`config.mk`:
```
export PLATFORM = sky130hd
export DESIGN_NAME = my_bus_arbiter_flat
export DESIGN_NICKNAME = d
export VERILOG_FILES = /design/src/rtl/my_bus_pkg.sv /design/src/rtl/my_bus_arbiter_if.sv /design/src/rtl/my_bus_chan_fifo.sv /design/src/rtl/my_bus_arbiter.sv /design/src/flat_wrapper.sv
export SDC_FILE = /design/constraint.sdc
export NUM_CORES = 1
export LEC_CHECK = 0
export CORE_ASPECT_RATIO = 1.2
export CORE_MARGIN = 2
export CORE_UTILIZATION = 58
export DETAILED_ROUTE_END_ITERATION = 12
export GPL_TIMING_DRIVEN = 1
export PLACE_DENSITY = 0.81
export SYNTH_ARGS = -nofsm -noshare
export SYNTH_HDL_FRONTEND = slang
export SYNTH_SLANG_ARGS = --single-unit
```
`constraint.sdc`:
```
create_clock -name clk -period 4.1 [get_ports clk]
set_clock_uncertainty 0.1 [all_clocks]
set_input_delay 0.82 -clock clk [delete_from_list [all_inputs] [get_ports clk]]
set_output_delay 0.82 -clock clk [all_outputs]
set_load 0.01 [all_outputs]
```
`src/rtl/my_bus_pkg.sv`:
```
// rtl/my_bus_pkg.sv - shared types, lock constant and width helpers for the bus arbiter
package my_bus_pkg;

   typedef enum logic {
      ARB_RR    = 1'b0,
      ARB_FIXED = 1'b1
   } arb_mode_e;

   function automatic logic [31:0] c_lock(input int c_w);
      return (c_w >= 32) ? 32'hFFFF_FFFF : ((32'd1 << c_w) - 32'd1);
   endfunction

   function automatic int ch_width(input int num_ch);
      return (num_ch > 1) ? $clog2(num_ch) : 1;
   endfunction

   function automatic int lvl_width(input int depth);
      return $clog2(depth + 1);
   endfunction

endpackage

```
`src/rtl/my_bus_arbiter_if.sv`:
```
// rtl/my_bus_arbiter_if.sv - N-channel input bus plus single output bus of the arbiter
interface my_bus_arbiter_if #(
   parameter int NUM_CH = 4,
   parameter int DATA_W = 32,
   parameter int C_W    = 2,
   parameter int DEPTH  = 4
) ();
   localparam int CH_W  = my_bus_pkg::ch_width(NUM_CH);
   localparam int LVL_W = my_bus_pkg::lvl_width(DEPTH);

   logic [NUM_CH-1:0]        in_valid;
   logic [NUM_CH-1:0]        in_ready;
   logic [NUM_CH*DATA_W-1:0] in_a;
   logic [NUM_CH*DATA_W-1:0] in_b;
   logic [NUM_CH*C_W-1:0]    in_c;
   logic                     out_valid;
   logic                     out_ready;
   logic [DATA_W-1:0]        out_a;
   logic [DATA_W-1:0]        out_b;
   logic [C_W-1:0]           out_c;
   logic [CH_W-1:0]          out_ch;
   logic [NUM_CH*LVL_W-1:0]  level;

   modport slave (
      input  in_valid, in_a, in_b, in_c, out_ready,
      output in_ready, out_valid, out_a, out_b, out_c, out_ch, level
   );

   modport master (
      output in_valid, in_a, in_b, in_c, out_ready,
      input  in_ready, out_valid, out_a, out_b, out_c, out_ch, level
   );

endinterface

```
`src/rtl/my_bus_chan_fifo.sv`:
```
// rtl/my_bus_chan_fifo.sv - per-channel FIFO; a full FIFO refuses push even while popping
module my_bus_chan_fifo #(
   parameter int W     = 66,
   parameter int DEPTH = 4,
   parameter int LVL_W = 3
) (
   input  logic             clk,
   input  logic             reset,
   input  logic             push,
   input  logic             pop,
   input  logic [W-1:0]     din,
   output logic [W-1:0]     dout,
   output logic             full,
   output logic             empty,
   output logic [LVL_W-1:0] level
);
   localparam int AW = (DEPTH > 1) ? $clog2(DEPTH) : 1;

   logic [W-1:0]     mem_q [DEPTH];
   logic [W-1:0]     mem_d [DEPTH];
   logic [AW-1:0]    wr_ptr_q, wr_ptr_d;
   logic [AW-1:0]    rd_ptr_q, rd_ptr_d;
   logic [LVL_W-1:0] count_q, count_d;
   logic             do_push, do_pop;

   assign full    = (count_q == LVL_W'(DEPTH));
   assign empty   = (count_q == '0);
   assign level   = count_q;
   assign dout    = mem_q[rd_ptr_q];
   assign do_push = push & ~full;
   assign do_pop  = pop & ~empty;

   // DEPTH is a power of two, so pointers wrap naturally
   always_comb begin
      mem_d    = mem_q;
      wr_ptr_d = wr_ptr_q;
      rd_ptr_d = rd_ptr_q;
      if (do_push) begin
         mem_d[wr_ptr_q] = din;
         wr_ptr_d        = wr_ptr_q + 1'b1;
      end
      if (do_pop) begin
         rd_ptr_d = rd_ptr_q + 1'b1;
      end
      count_d = count_q + LVL_W'(do_push) - LVL_W'(do_pop);
   end

   always_ff @(posedge clk) begin
      if (reset) begin
         wr_ptr_q <= '0;
         rd_ptr_q <= '0;
         count_q  <= '0;
      end else begin
         wr_ptr_q <= wr_ptr_d;
         rd_ptr_q <= rd_ptr_d;
         count_q  <= count_d;
      end
   end

   always_ff @(posedge clk) begin
      mem_q <= mem_d;
   end

endmodule

```
`src/rtl/my_bus_arbiter.sv`:
```
// rtl/my_bus_arbiter.sv - buffers N input channels and arbitrates them onto one registered output bus
module my_bus_arbiter
   import my_bus_pkg::*;
#(
   parameter int        NUM_CH   = 4,
   parameter int        DATA_W   = 32,
   parameter int        C_W      = 2,
   parameter int        DEPTH    = 4,
   parameter arb_mode_e ARB_MODE = ARB_RR,
   parameter int        LOCK_EN  = 1
) (
   input  logic             clk,
   input  logic             reset,
   my_bus_arbiter_if.slave  bus
);
   localparam int             CH_W   = ch_width(NUM_CH);
   localparam int             LVL_W  = lvl_width(DEPTH);
   localparam int             BEAT_W = 2 * DATA_W + C_W;
   localparam logic [C_W-1:0] C_LOCK = C_W'(c_lock(C_W));

   logic [NUM_CH-1:0]       push, pop, full, empty;
   logic [BEAT_W-1:0]       head [NUM_CH];
   logic [NUM_CH*LVL_W-1:0] level_all;

   logic                    out_valid_q, out_valid_d;
   logic [DATA_W-1:0]       out_a_q, out_a_d;
   logic [DATA_W-1:0]       out_b_q, out_b_d;
   logic [C_W-1:0]          out_c_q, out_c_d;
   logic [CH_W-1:0]         out_ch_q, out_ch_d;
   logic [CH_W-1:0]         ptr_q, ptr_d;
   logic                    lock_q, lock_d;

   logic                    load_en, grant_valid, locked_grant;
   logic [CH_W-1:0]         grant;
   int                      idx;

   assign bus.in_ready = ~full & {NUM_CH{~reset}};
   assign push         = bus.in_valid & bus.in_ready;
   assign bus.level    = level_all;

   for (genvar g = 0; g < NUM_CH; g++) begin : g_ch
      my_bus_chan_fifo #(
         .W     (BEAT_W),
         .DEPTH (DEPTH),
         .LVL_W (LVL_W)
      ) u_fifo (
         .clk   (clk),
         .reset (reset),
         .push  (push[g]),
         .pop   (pop[g]),
         .din   ({bus.in_a[g*DATA_W +: DATA_W], bus.in_b[g*DATA_W +: DATA_W], bus.in_c[g*C_W +: C_W]}),
         .dout  (head[g]),
         .full  (full[g]),
         .empty (empty[g]),
         .level (level_all[g*LVL_W +: LVL_W])
      );
   end

   // Scans run from the far end down so the highest-priority candidate is assigned last
   always_comb begin
      grant_valid  = 1'b0;
      locked_grant = 1'b0;
      grant        = '0;
      idx          = 0;
      if (lock_q && !empty[out_ch_q]) begin
         grant_valid  = 1'b1;
         locked_grant = 1'b1;
         grant        = out_ch_q;
      end else if (ARB_MODE == ARB_FIXED) begin
         for (int i = NUM_CH - 1; i >= 0; i--) begin
            if (!empty[i]) begin
               grant_valid = 1'b1;
               grant       = CH_W'(i);
            end
         end
      end else begin
         for (int k = NUM_CH - 1; k >= 0; k--) begin
            idx = int'(ptr_q) + k;
            if (idx >= NUM_CH) idx = idx - NUM_CH;
            if (!empty[idx]) begin
               grant_valid = 1'b1;
               grant       = CH_W'(idx);
            end
         end
      end
   end

   assign load_en = !out_valid_q || bus.out_ready;

   always_comb begin
      for (int i = 0; i < NUM_CH; i++) begin
         pop[i] = load_en && grant_valid && (int'(grant) == i);
      end
   end

   always_comb begin
      out_valid_d = out_valid_q;
      out_a_d     = out_a_q;
      out_b_d     = out_b_q;
      out_c_d     = out_c_q;
      out_ch_d    = out_ch_q;
      ptr_d       = ptr_q;
      lock_d      = lock_q;
      if (load_en) begin
         out_valid_d = grant_valid;
         lock_d      = 1'b0;
         if (grant_valid) begin
            {out_a_d, out_b_d, out_c_d} = head[grant];
            out_ch_d = grant;
            lock_d   = (LOCK_EN != 0) && (head[grant][C_W-1:0] == C_LOCK);
            // A lock-held grant leaves the pointer where normal arbitration last put it
            if (!locked_grant && ARB_MODE == ARB_RR) begin
               ptr_d = (int'(grant) == NUM_CH - 1) ? '0 : grant + 1'b1;
            end
         end
      end
   end

   always_ff @(posedge clk) begin
      if (reset) begin
         out_valid_q <= 1'b0;
         out_a_q     <= '0;
         out_b_q     <= '0;
         out_c_q     <= '0;
         out_ch_q    <= '0;
         ptr_q       <= '0;
         lock_q      <= 1'b0;
      end else begin
         out_valid_q <= out_valid_d;
         out_a_q     <= out_a_d;
         out_b_q     <= out_b_d;
         out_c_q     <= out_c_d;
         out_ch_q    <= out_ch_d;
         ptr_q       <= ptr_d;
         lock_q      <= lock_d;
      end
   end

   assign bus.out_valid = out_valid_q;
   assign bus.out_a     = out_a_q;
   assign bus.out_b     = out_b_q;
   assign bus.out_c     = out_c_q;
   assign bus.out_ch    = out_ch_q;

endmodule

```
`src/flat_wrapper.sv`:
```
// flat-port wrapper written by rule: the top's interface ports become plain ports
module my_bus_arbiter_flat import my_bus_pkg::*;
#(
   parameter int        NUM_CH   = 4,
   parameter int        DATA_W   = 32,
   parameter int        C_W      = 2,
   parameter int        DEPTH    = 4,
   parameter arb_mode_e ARB_MODE = ARB_RR,
   parameter int        LOCK_EN  = 1
)
  (clk, reset, bus_in_valid, bus_in_a, bus_in_b, bus_in_c, bus_out_ready, bus_in_ready, bus_out_valid, bus_out_a, bus_out_b, bus_out_c, bus_out_ch, bus_level);
  my_bus_arbiter_if #(.NUM_CH(NUM_CH), .DATA_W(DATA_W), .C_W(C_W), .DEPTH(DEPTH)) bus_i ();
  input  logic clk;
  input  logic reset;
  input wire logic [$bits(bus_i.in_valid)-1:0] bus_in_valid;
  input wire logic [$bits(bus_i.in_a)-1:0] bus_in_a;
  input wire logic [$bits(bus_i.in_b)-1:0] bus_in_b;
  input wire logic [$bits(bus_i.in_c)-1:0] bus_in_c;
  input wire logic [$bits(bus_i.out_ready)-1:0] bus_out_ready;
  output wire logic [$bits(bus_i.in_ready)-1:0] bus_in_ready;
  output wire logic [$bits(bus_i.out_valid)-1:0] bus_out_valid;
  output wire logic [$bits(bus_i.out_a)-1:0] bus_out_a;
  output wire logic [$bits(bus_i.out_b)-1:0] bus_out_b;
  output wire logic [$bits(bus_i.out_c)-1:0] bus_out_c;
  output wire logic [$bits(bus_i.out_ch)-1:0] bus_out_ch;
  output wire logic [$bits(bus_i.level)-1:0] bus_level;
  assign bus_i.in_valid = bus_in_valid;
  assign bus_i.in_a = bus_in_a;
  assign bus_i.in_b = bus_in_b;
  assign bus_i.in_c = bus_in_c;
  assign bus_i.out_ready = bus_out_ready;
  assign bus_in_ready = bus_i.in_ready;
  assign bus_out_valid = bus_i.out_valid;
  assign bus_out_a = bus_i.out_a;
  assign bus_out_b = bus_i.out_b;
  assign bus_out_c = bus_i.out_c;
  assign bus_out_ch = bus_i.out_ch;
  assign bus_level = bus_i.level;
  my_bus_arbiter #(.NUM_CH(NUM_CH), .DATA_W(DATA_W), .C_W(C_W), .DEPTH(DEPTH), .ARB_MODE(ARB_MODE), .LOCK_EN(LOCK_EN)) u_core (.clk(clk), .reset(reset), .bus(bus_i));
endmodule
```
Yosys cells after proc, flatten, opt, wreduce, memory -nomap -nowiden --
Index checks and enable logic that the tools add are counted.
Word-level totals: bits in registers 1156, output and inout bits 85
Cells by class: add/subtract/negate cells 24, $lt $le $gt $ge 22, eq/ne operators 8, mux-type cells 62, bitwise logic cells 30, reductions and logical operators 20
Operators by type and width (count):
- 264-bit bitwise mux | 4
- 66-bit two-way mux | 14
- 66-bit binary-select mux with 2-bit select | 5
- 66-bit demux with 2-bit select | 4
- 32-bit two-way mux | 8
- 32-bit by 4-bit less-than comparator with 1-bit output (second input constant) | 4
- 32-bit by 4-bit greater-or-equal comparator with 1-bit output (second input constant) | 3
- 32-bit by 4-bit subtractor with 32-bit output (second input constant) | 3
- 3-bit greater-or-equal comparator (second input constant) | 9
- 2-bit inverter with 3-bit output | 9
- 2-bit by 1-bit adder with 2-bit output (second input constant) | 9
- 1-bit two-way mux | 16
- 3-bit by 1-bit adder with 3-bit output | 4
- 3-bit == test (second input constant) | 4
- 3-bit logical NOT | 4
- 3-bit by 1-bit less-than comparator with 1-bit output (second input constant) | 4
- 2-bit two-way mux | 6
- 3-bit by 1-bit subtractor with 3-bit output | 4
- 1-bit binary-select mux with 2-bit select | 5
- 1-bit logical AND | 10
- 1-bit inverter | 10
- 1-bit bitwise AND | 8
- 4-bit bitwise AND | 2
- 2-bit by 2-bit adder with 3-bit output (second input constant) | 2
- other kinds (12) | 15

Longest topological paths before layout --
Gate-level depths: netlist of the first run.
depth after elaboration 20, mapped depth 17, depth with buffers taken out 14

Cells and area by module --
From an unflattened synthesis of the first run, not the netlist that was laid out.
Second synthesis, totals: cell total of the unflattened synthesis 1872, area, all modules 43914.6 um^2
By module, submodules not included:
- my_bus_chan_fifo | times used 4, cells each 392, area each 9945.8 um^2, sequential area each 8067.7 um^2
- my_bus_arbiter | times used 1, cells each 304, area each 4131.5 um^2, sequential area each 1441.4 um^2

Worst setup path before layout of the first run --
OpenSTA, ideal clock, no wires.
path type reg2reg, start point register u_core.g_ch[0].u_fifo.count_q[1], end point register u_core.g_ch[3].u_fifo.count_q[1], library setup time 124 ps, arrival 3422 ps, data required time 3876 ps, setup slack 454 ps, cell stages (with the launch flop) 17, buffers on the path 3, path through dfxtp_1 > or3_1 > buf_2 > nand2b_1 > mux4_2 > a21boi_4 > nor2_4 > clkinv_2 > buf_8 > buf_12 > ha_1 > and3_1 > ha_1 > inv_1 > ha_1 > fa_1 > nor2b_1
On the way: word-level cells in the longest chain between the ends 13, elaborated cells between the ends (all ways) 32, those cells by class add/sub: 1; eq/ne: 1; mux: 24; bitwise: 1; reduce/logical: 5
RTL lines:
- from (decl) | RTL line my_bus_chan_fifo.sv:23 | logic [LVL_W-1:0] count_q, count_d;
- from (signal assigned) | RTL line my_bus_chan_fifo.sv:56 | count_q <= count_d;
- 3-bit logical NOT * | RTL line my_bus_chan_fifo.sv:27 | assign empty = (count_q == '0);
- 1-bit binary-select mux with 2-bit select | RTL line my_bus_arbiter.sv:80 | if (!empty[idx]) begin
- 1-bit two-way mux (implied by the code) (2 in a row) | RTL line my_bus_arbiter.sv:80
- 2-bit two-way mux or 1-bit two-way mux (tied branches) (4 in a row) | RTL line my_bus_arbiter.sv:80
- 2-bit two-way mux or 1-bit two-way mux (tied branches) | RTL line my_bus_arbiter.sv:65 | if (lock_q && !empty[out_ch_q]) begin
- 2-bit by 1-bit == test with 1-bit output or 1-bit logical AND (tied branches) | RTL line my_bus_arbiter.sv:92 | pop[i] = load_en && grant_valid && (int'(grant) == i);
- 1-bit logical AND * | RTL line my_bus_arbiter.sv:92
- 1-bit bitwise AND * | RTL line my_bus_chan_fifo.sv:31 | assign do_pop = pop & ~empty;
- via u_core.g_ch[3].u_fifo.do_pop | RTL line my_bus_chan_fifo.sv:24 | logic do_push, do_pop;
- 3-bit by 1-bit subtractor with 3-bit output * | RTL line my_bus_chan_fifo.sv:45 | count_d = count_q + LVL_W'(do_push) - LVL_W'(do_pop);
- via u_core.g_ch[3].u_fifo.count_d[1] | RTL line my_bus_chan_fifo.sv:23
- to (signal assigned) | RTL line my_bus_chan_fifo.sv:56
- to (decl) | RTL line my_bus_chan_fifo.sv:23
The timed path passes the listed nets; every way through them passes the cells marked *. The select of a mux whose other input is x is not followed. A chain may end at the register's enable or synchronous reset.

Worst setup path in the final report of the first run --
start point register u_core.g_ch[2].u_fifo.count_q[1], end point register u_core.g_ch[2].u_fifo.count_q[2]
On the way: word-level cells in the longest chain between the ends 13, elaborated cells between the ends (all ways) 40, those cells by class add/sub: 2; eq/ne: 2; mux: 24; bitwise: 7; reduce/logical: 5
RTL lines (RTL line):
- from (decl) | my_bus_chan_fifo.sv:23
- from (signal assigned) | my_bus_chan_fifo.sv:56
- 3-bit logical NOT * | my_bus_chan_fifo.sv:27
- 1-bit binary-select mux with 2-bit select | my_bus_arbiter.sv:80
- 1-bit two-way mux (implied by the code) (2 in a row) | my_bus_arbiter.sv:80
- 2-bit two-way mux or 1-bit two-way mux (tied branches) (4 in a row) | my_bus_arbiter.sv:80
- 2-bit two-way mux or 1-bit two-way mux (tied branches) | my_bus_arbiter.sv:65
- 2-bit == test or 1-bit logical AND (tied branches) | my_bus_arbiter.sv:92
- 1-bit logical AND | my_bus_arbiter.sv:92
- 1-bit bitwise AND * | my_bus_chan_fifo.sv:31
- via u_core.g_ch[2].u_fifo.do_pop | my_bus_chan_fifo.sv:24
- 3-bit by 1-bit subtractor with 3-bit output * | my_bus_chan_fifo.sv:45
Marks and branches as above.

==> results of run 1 <==
## worst min path at each step
stage,endpoint,from,slack [ns]
3_5_place_dp,u_core.bus.out_c[1]$_SDFFE_PP0N_,u_core.bus.out_c[1]$_SDFFE_PP0N_,0.35
6_report,u_core.bus.out_c[1]$_SDFFE_PP0N_,u_core.bus.out_c[1]$_SDFFE_PP0N_,0.36
5_1_grt,u_core.bus.out_c[1]$_SDFFE_PP0N_,u_core.bus.out_c[1]$_SDFFE_PP0N_,0.38
3_3_place_gp,u_core.bus.out_c[0]$_SDFFE_PP0N_,u_core.bus.out_c[0]$_SDFFE_PP0N_,0.35
2_1_floorplan,u_core.bus.out_c[0]$_SDFFE_PP0N_,u_core.bus.out_c[0]$_SDFFE_PP0N_,0.38
4_1_cts,u_core.bus.out_c[1]$_SDFFE_PP0N_,u_core.bus.out_c[1]$_SDFFE_PP0N_,0.36
## routing by layer
metal | part of all wire, % | vias up
met5 | 0.17 | -
met4 | 2.4 | 30
met3 | 7.4 | 156
met2 | 54 | 877
met1 | 36 | 11810
li1 | - | 9521
## cell type report
| class | count | share of cell area [%] |
|---|---|---|
| repair buffers | 436 | 8.521 |
| inverters | 27 | 0.2007 |
| flip-flops and latches | 1156 | 62.90 |
| multi-input cells | 793 | 19.27 |
| clock buffers | 130 | 5.364 |
| clock inverters | 71 | 1.330 |
| well taps | 1017 | 2.373 |
| diodes | 9 | 0.04200 |
## flip-flops by register name (all words and copies together) (netlist names)
signal	count
u_core.ptr_q	2
u_core.bus.out_ch	2
u_core.bus.out_valid	1
u_core.g_ch.u_fifo.rd_ptr_q	8
u_core.g_ch.u_fifo.mem_q	1056
u_core.g_ch.u_fifo.wr_ptr_q	8
u_core.bus.out_a	32
u_core.g_ch.u_fifo.level	12
u_core.bus.out_b	32
u_core.lock_q	1
u_core.bus.out_c	2
## metrics by stage
step	worst slack [ns]	total power [W]	std cells	hold slack, ns	area [um^2]
finish	0.3568	0.03385	3639	0.3572	53630
CTS	0.3641	0.03410	3630	0.3596	53600
detailed placement	0.3970	0.02409	3429	0.3516	50010
floorplan	0.4540	0.02045	2087	0.3805	44630
global route	0.09035	0.03500	3636	0.3808	53620
global placement	0.4001	0.02388	3429	0.3459	50010
## where the power goes
part           internal (W)  leakage (nW)  total, W  switching [W]
Clock               0.00576          1.77    0.0101        0.00429
Combinational       0.00449          4.85   0.00951        0.00502
Sequential           0.0137          10.4    0.0143       0.000569
Total                0.0240          17.0    0.0339        0.00988
## tightest hold or removal path: stages (launching register included)
cell,delay [ns]
dfxtp_1,0.31
nand2_1,0.05
a21oi_1,0.05
## cells by family (layout without fill, tap and decap cells)
group / count (synthesis) / after routing / synth area share [%]
simple gates: 171 / 171 / 2.383
fa+ha+maj: 29 / 29 / 0.8802
xor+xnor: 16 / 16 / 0.3140
buf+inv: 138 / 664 / 1.371
flops: 1156 / 1156 / 75.53
other cells: 0 / 9 / 0
compound gates: 119 / 119 / 1.632
mux: 458 / 458 / 17.89
## synth_stat cells, types with 2 or more instances
cell type	instances
nor2_1	26
a21oi_1	14
inv_1	25
and3_1	17
o21ai_1	46
dfxtp_1	100
mux2_2	64
buf_2	13
o31ai_1	7
nor4_1	2
nand2_1	18
fa_1	4
a211oi_1	4
mux2i_1	128
and2_1	9
nand3b_1	66
ha_1	25
and2b_1	2
edfxtp_1	1056
nor2b_1	7
a41oi_1	4
mux4_2	265
nor3_1	7
o211ai_1	4
xnor2_1	12
or3_1	6
nand2b_1	4
xor2_1	4
buf_1	5
a22oi_1	2
clkbuf_1	78
buf_4	13
o21ai_0	23
==> results.cfg, run 1 <==
[status]
status = finished, final reports clean

[setup_path]
path_delay_family = compound AO/OA/AOI/OAI gates
r2r_slack_ns = 0.36
reg2reg_from = u_core.g_ch[2].u_fifo.level[1]$_SDFF_PP0_
cpPeakStageDelay_ns = 0.49
cp_slowest_cell = dfxtp_1
reg2reg_depth = 14
cp_data_arrival_time_ns = 4.19
crit_start = u_core.g_ch[2].u_fifo.level[1]$_SDFF_PP0_
cp-endpoint = u_core.g_ch[2].u_fifo.level[2]$_SDFF_PP0_
crit_type = flop to flop
start_kind = flop
path_cells = nor3_2 -> a2111oi_2 -> and2b_1 -> a31oi_2 -> nor3_1 -> and2_1 -> ha_1 -> inv_1 -> ha_1 -> inv_1 -> fa_1 -> xor2_1 -> xnor2_1 -> nor2_1
cp.depth = 14
crit_path_max_fanout = 7
crit_buf_inv = 2
cp-end-kind = flop
r2r_end = u_core.g_ch[2].u_fifo.level[2]$_SDFF_PP0_
crit_required_ns = 4.54

[clock_network]
cts_buffers = 106
clkTransAtPathRegs_ns = 0.06
cts_hold_buf = 0
clk_latency_ns = 0.69
cts.repair.resized = 0
cts-htree-levels = 3
cts_root_buffer = clkbuf_16
cts.path.max_buffers = 3
clkSinkCount = 1156
post_cts.repair.setup_buffers = 0
cts_tree = built

[timing]
finalCritPeriodShare_pct = 91.30
max_slew_margin_pct = 33.51
slew_viol_final = 0
worst_pin_slew_ns = 0.9973
setup_viol = 0
tns_ns = 0
max_freq_mhz = 267.2
period_needed_ns = 3.743
rsz0062_at_grt = false
hold_viol_final = 0

[drt]
antenna_left = 0
post_drt_wl_per_cell_um = 30.45
viasPerCell = 6.155
drt_pass1_iterations = 7
drt_iter0_drc = 1923
vias = 22400
drc = 0
routed_wl_um = 110800

[floorplan]
boundaryPins = 356
fp.dieW_um = 257.2
die_h_um = 307.9
design.core.area_mm2 = 0.07625
rows = 111
dieArea_mm2 = 0.07920
initial_core_util_pct = 58.54

[cells_and_area]
final_cell_mix = edfxtp_1 (1056), clkdlybuf4s50_1 (354), mux4_2 (265)
syn2layout_area_growth_pct = 20.14
final_core_util_pct = 70.33
drive_gt1_share_pct = 23.57
seq_area_mm2 = 0.03373
multi_input_area_mm2 = 0.01033
layout.nets = 2820
fill_cells = 4488
layout_commonest_cell = edfxtp_1

[min_path]
whs_path_depth = 2
worst_hold_path_type = flop to flop

[synthesis]
syn_inst = 2087
synthesis.nets = 2387
ys.flop_type = edfxtp_1
ys_warn_count = 0
syn_avg_cell_area_um2 = 21.39
synth_seq_area_share_pct = 75.53
netlist_area_mm2 = 0.04463
synthArstFlopShare_pct = 0
synth_area_leaders = edfxtp_1 (71%), mux4_2 (13%), dfxtp_1 (4.5%)
synth_edf_count = 1056
synth_top_area_share_pct = 71.05
ys_ff_latch = 1156
yosysTopAreaCell = edfxtp_1
yosysUniqueCellTypes = 60

[placement]
hpwl_um = 72220
routabilityCongestion = 0.8531
placement.io_buffers = 355

[grt]
met1_usage_pct = 34.24
overflow = 0
grt_use_met3_pct = 6.657
antenna_found_initial = 25
grt_max_degree = 68
grt_pass1_wl_um = 160000
grt_pass1_vias = 23390
grt_util_all_layers_pct = 28.32
busiest_layer = met2
met2_usage_pct = 50.74

[power]
power_density_mw_per_mm2 = 631.3
ir_drop_mv = 0.7499
leakage_nw = 17.02

[run]
drv_cap = 0
Power figures use the tool's default switching activity.
==> run 2: changes to the inputs <==
--- a/config.mk
+++ b/config.mk
@@ -9,6 +9,7 @@
 export CORE_MARGIN = 2
 export CORE_UTILIZATION = 58
 export DETAILED_ROUTE_END_ITERATION = 12
+export GPL_ROUTABILITY_DRIVEN = 0
 export GPL_TIMING_DRIVEN = 1
 export PLACE_DENSITY = 0.81
 export SYNTH_ARGS = -nofsm -noshare
==> constraint.sdc (replaced) <==
create_clock -name clk -period 4.1 [get_ports clk]
set_clock_uncertainty 0.1 [all_clocks]
set_input_delay 0.82 -clock clk [delete_from_list [all_inputs] [get_ports clk]]
set_output_delay 0.82 -clock clk [all_outputs]
set_load 0.1 [all_outputs]
==> run 2 against run 1 <==
Clock power about the same. Global-route usage down 0.75 points. Sequential share of layout area up 0.36 points. Count of clock-buffer cells in the layout unchanged. Maximum frequency down 1.6%. Core utilization down 0.38 points. Power up 4.3%. Via count down 1.3%. Die area unchanged. Critical path type unchanged.
==> results.cfg, run 2 (synthesis results as in run 1) <==
[status]
status = finished, final reports clean

[setup_path]
start_kind = flop
path_delay_family = simple AND/OR/NAND/NOR gates
crit_path_max_fanout = 6
cp-end-kind = flop
cp_data_arrival_time_ns = 4.25
cpPeakStageDelay_ns = 0.56
reg2reg_depth = 14
reg2reg_from = u_core.g_ch[1].u_fifo.level[1]$_SDFF_PP0_
path_cells = nor3_1 -> o32a_1 -> and2b_1 -> a31oi_2 -> nor3_1 -> and2_1 -> ha_1 -> inv_1 -> ha_1 -> inv_1 -> fa_1 -> xor2_1 -> xnor2_1 -> nor2_1
crit_buf_inv = 2
cp_slowest_cell = nor3_1
crit_required_ns = 4.54
crit_type = flop to flop
r2r_end = u_core.g_ch[2].u_fifo.level[2]$_SDFF_PP0_
r2r_slack_ns = 0.30

[placement]
dp_slack_ns = 0.3637
hpwl_um = 69420
placement.io_buffers = 355

[floorplan]
initial_core_util_pct = 58.54
dieArea_mm2 = 0.07920
fp.dieW_um = 257.2
die_h_um = 307.9
boundaryPins = 356
rows = 111
design.core.area_mm2 = 0.07625

[clock_network]
clkTransAtPathRegs_ns = 0.07
cts_root_buffer = clkbuf_16
cts_tree = built
clk_latency_ns = 0.67
post_cts.repair.setup_buffers = 0
cts_buffers = 106
cts_hold_buf = 0
cts-htree-levels = 3
clkSinkCount = 1156
cts.path.max_buffers = 3
cts.repair.resized = 0

[timing]
rsz0062_at_grt = false
tns_ns = 0
period_needed_ns = 3.804
setup_viol = 0
fin_ws_ns = 0.2964
worst_pin_slew_ns = 1.200
slew_viol_final = 0
hold_viol_final = 0
max_slew_margin_pct = 19.76
max_freq_mhz = 262.9
finalCritPeriodShare_pct = 92.77

[grt]
grt_pass1_vias = 23300
antenna_found_initial = 20
overflow = 0
grt_pass1_wl_um = 156200
grt_max_degree = 85
grt_util_all_layers_pct = 27.57

[min_path]
hold_path.startpoint = u_core.bus.out_c[0]$_SDFFE_PP0N_
worst_hold_path_type = flop to flop
whs_path_depth = 2
hold-path-endpoint = u_core.bus.out_c[0]$_SDFFE_PP0N_

[drt]
routed_wl_um = 107800
drc = 0
antenna_left = 0
drt_pass1_iterations = 5
viasPerCell = 6.114
post_drt_wl_per_cell_um = 29.84
drt_iter0_drc = 1919
vias = 22100

[cells_and_area]
top_register = u_core.g_ch.u_fifo.mem_q
layout_commonest_cell = edfxtp_1
fill_cells = 4512
layout.nets = 2800
largest_register_ffs = 1056
drive_gt1_share_pct = 23.07
final_cell_mix = edfxtp_1 (1056), clkdlybuf4s50_1 (350), mux4_2 (265)
syn2layout_area_growth_pct = 19.49

[power]
power_density_mw_per_mm2 = 661.8
leakage_nw = 16.85
ir_drop_mv = 0.7457

[run]
drv_cap = 0
[run 2: worst max-delay path by stage]
stage / start / slack, ns / end / depth (start not counted)
floorplan: u_core.g_ch[0].u_fifo.level[0]$_SDFF_PP0_ / 0.0007 / u_core.g_ch[3].u_fifo.level[2]$_SDFF_PP0_ / 14
global placement: bus_out_ready / 0.42 / u_core.g_ch[0].u_fifo.level[2]$_SDFF_PP0_ / 12
detailed placement: u_core.g_ch[2].u_fifo.level[1]$_SDFF_PP0_ / 0.36 / u_core.g_ch[2].u_fifo.level[2]$_SDFF_PP0_ / 14
CTS: u_core.g_ch[2].u_fifo.level[1]$_SDFF_PP0_ / 0.35 / u_core.g_ch[2].u_fifo.level[2]$_SDFF_PP0_ / 14
global route: u_core.g_ch[2].u_fifo.level[1]$_SDFF_PP0_ / 0.04 / u_core.g_ch[2].u_fifo.level[2]$_SDFF_PP0_ / 14
finish: u_core.g_ch[1].u_fifo.level[1]$_SDFF_PP0_ / 0.30 / u_core.g_ch[2].u_fifo.level[2]$_SDFF_PP0_ / 14
[run 2: area by class of cell]
type | count | area, um^2 | area share, %
flip-flops and latches | 1156 | 33740 | 63.27
inverters | 27 | 107.6 | 0.2018
clock inverters | 66 | 689.4 | 1.293
multi-input cells | 793 | 10350 | 19.40
diodes | 9 | 22.52 | 0.04223
well taps | 1017 | 1272 | 2.386
repair buffers | 416 | 4359 | 8.174
clock buffers | 130 | 2794 | 5.239
[run 2: stage by stage]
step | util, % | hold WS [ns] | cell area [um^2] | total power [W] | cells
after floorplan | - | 0.4063 | 44680 | 0.02225 | 2087
after global placement | 65.35 | 0.3481 | 49830 | 0.02542 | 3409
after detailed placement | 65.35 | 0.3480 | 49830 | 0.02570 | 3409
after CTS | 69.92 | 0.3671 | 53310 | 0.03553 | 3605
after global routing | 69.93 | 0.3911 | 53320 | 0.03647 | 3609
final | 69.95 | 0.3656 | 53330 | 0.03529 | 3614
[run 2: power breakdown]
| part | switching, W | total, W | internal, W |
|---|---|---|---|
| clock | 0.00419 | 0.00985 | 0.00566 |
| sequential | 0.000565 | 0.0143 | 0.0137 |
| combinational | 0.00685 | 0.0111 | 0.00430 |
[run 2: worst min-delay path: stages (launching register included)]
cell and delay [ns]:
dfxtp_1 0.31, nand2_1 0.05, a21oi_1 0.05
[run 2: per-layer routing]
metal,wire length (um),vias up,global-route usage (%)
met5,115,-,0
li1,-,9474,-
met3,8291,194,6.090
met4,3484,20,9.694
met1,38540,11490,33.66
met2,57400,924,48.67
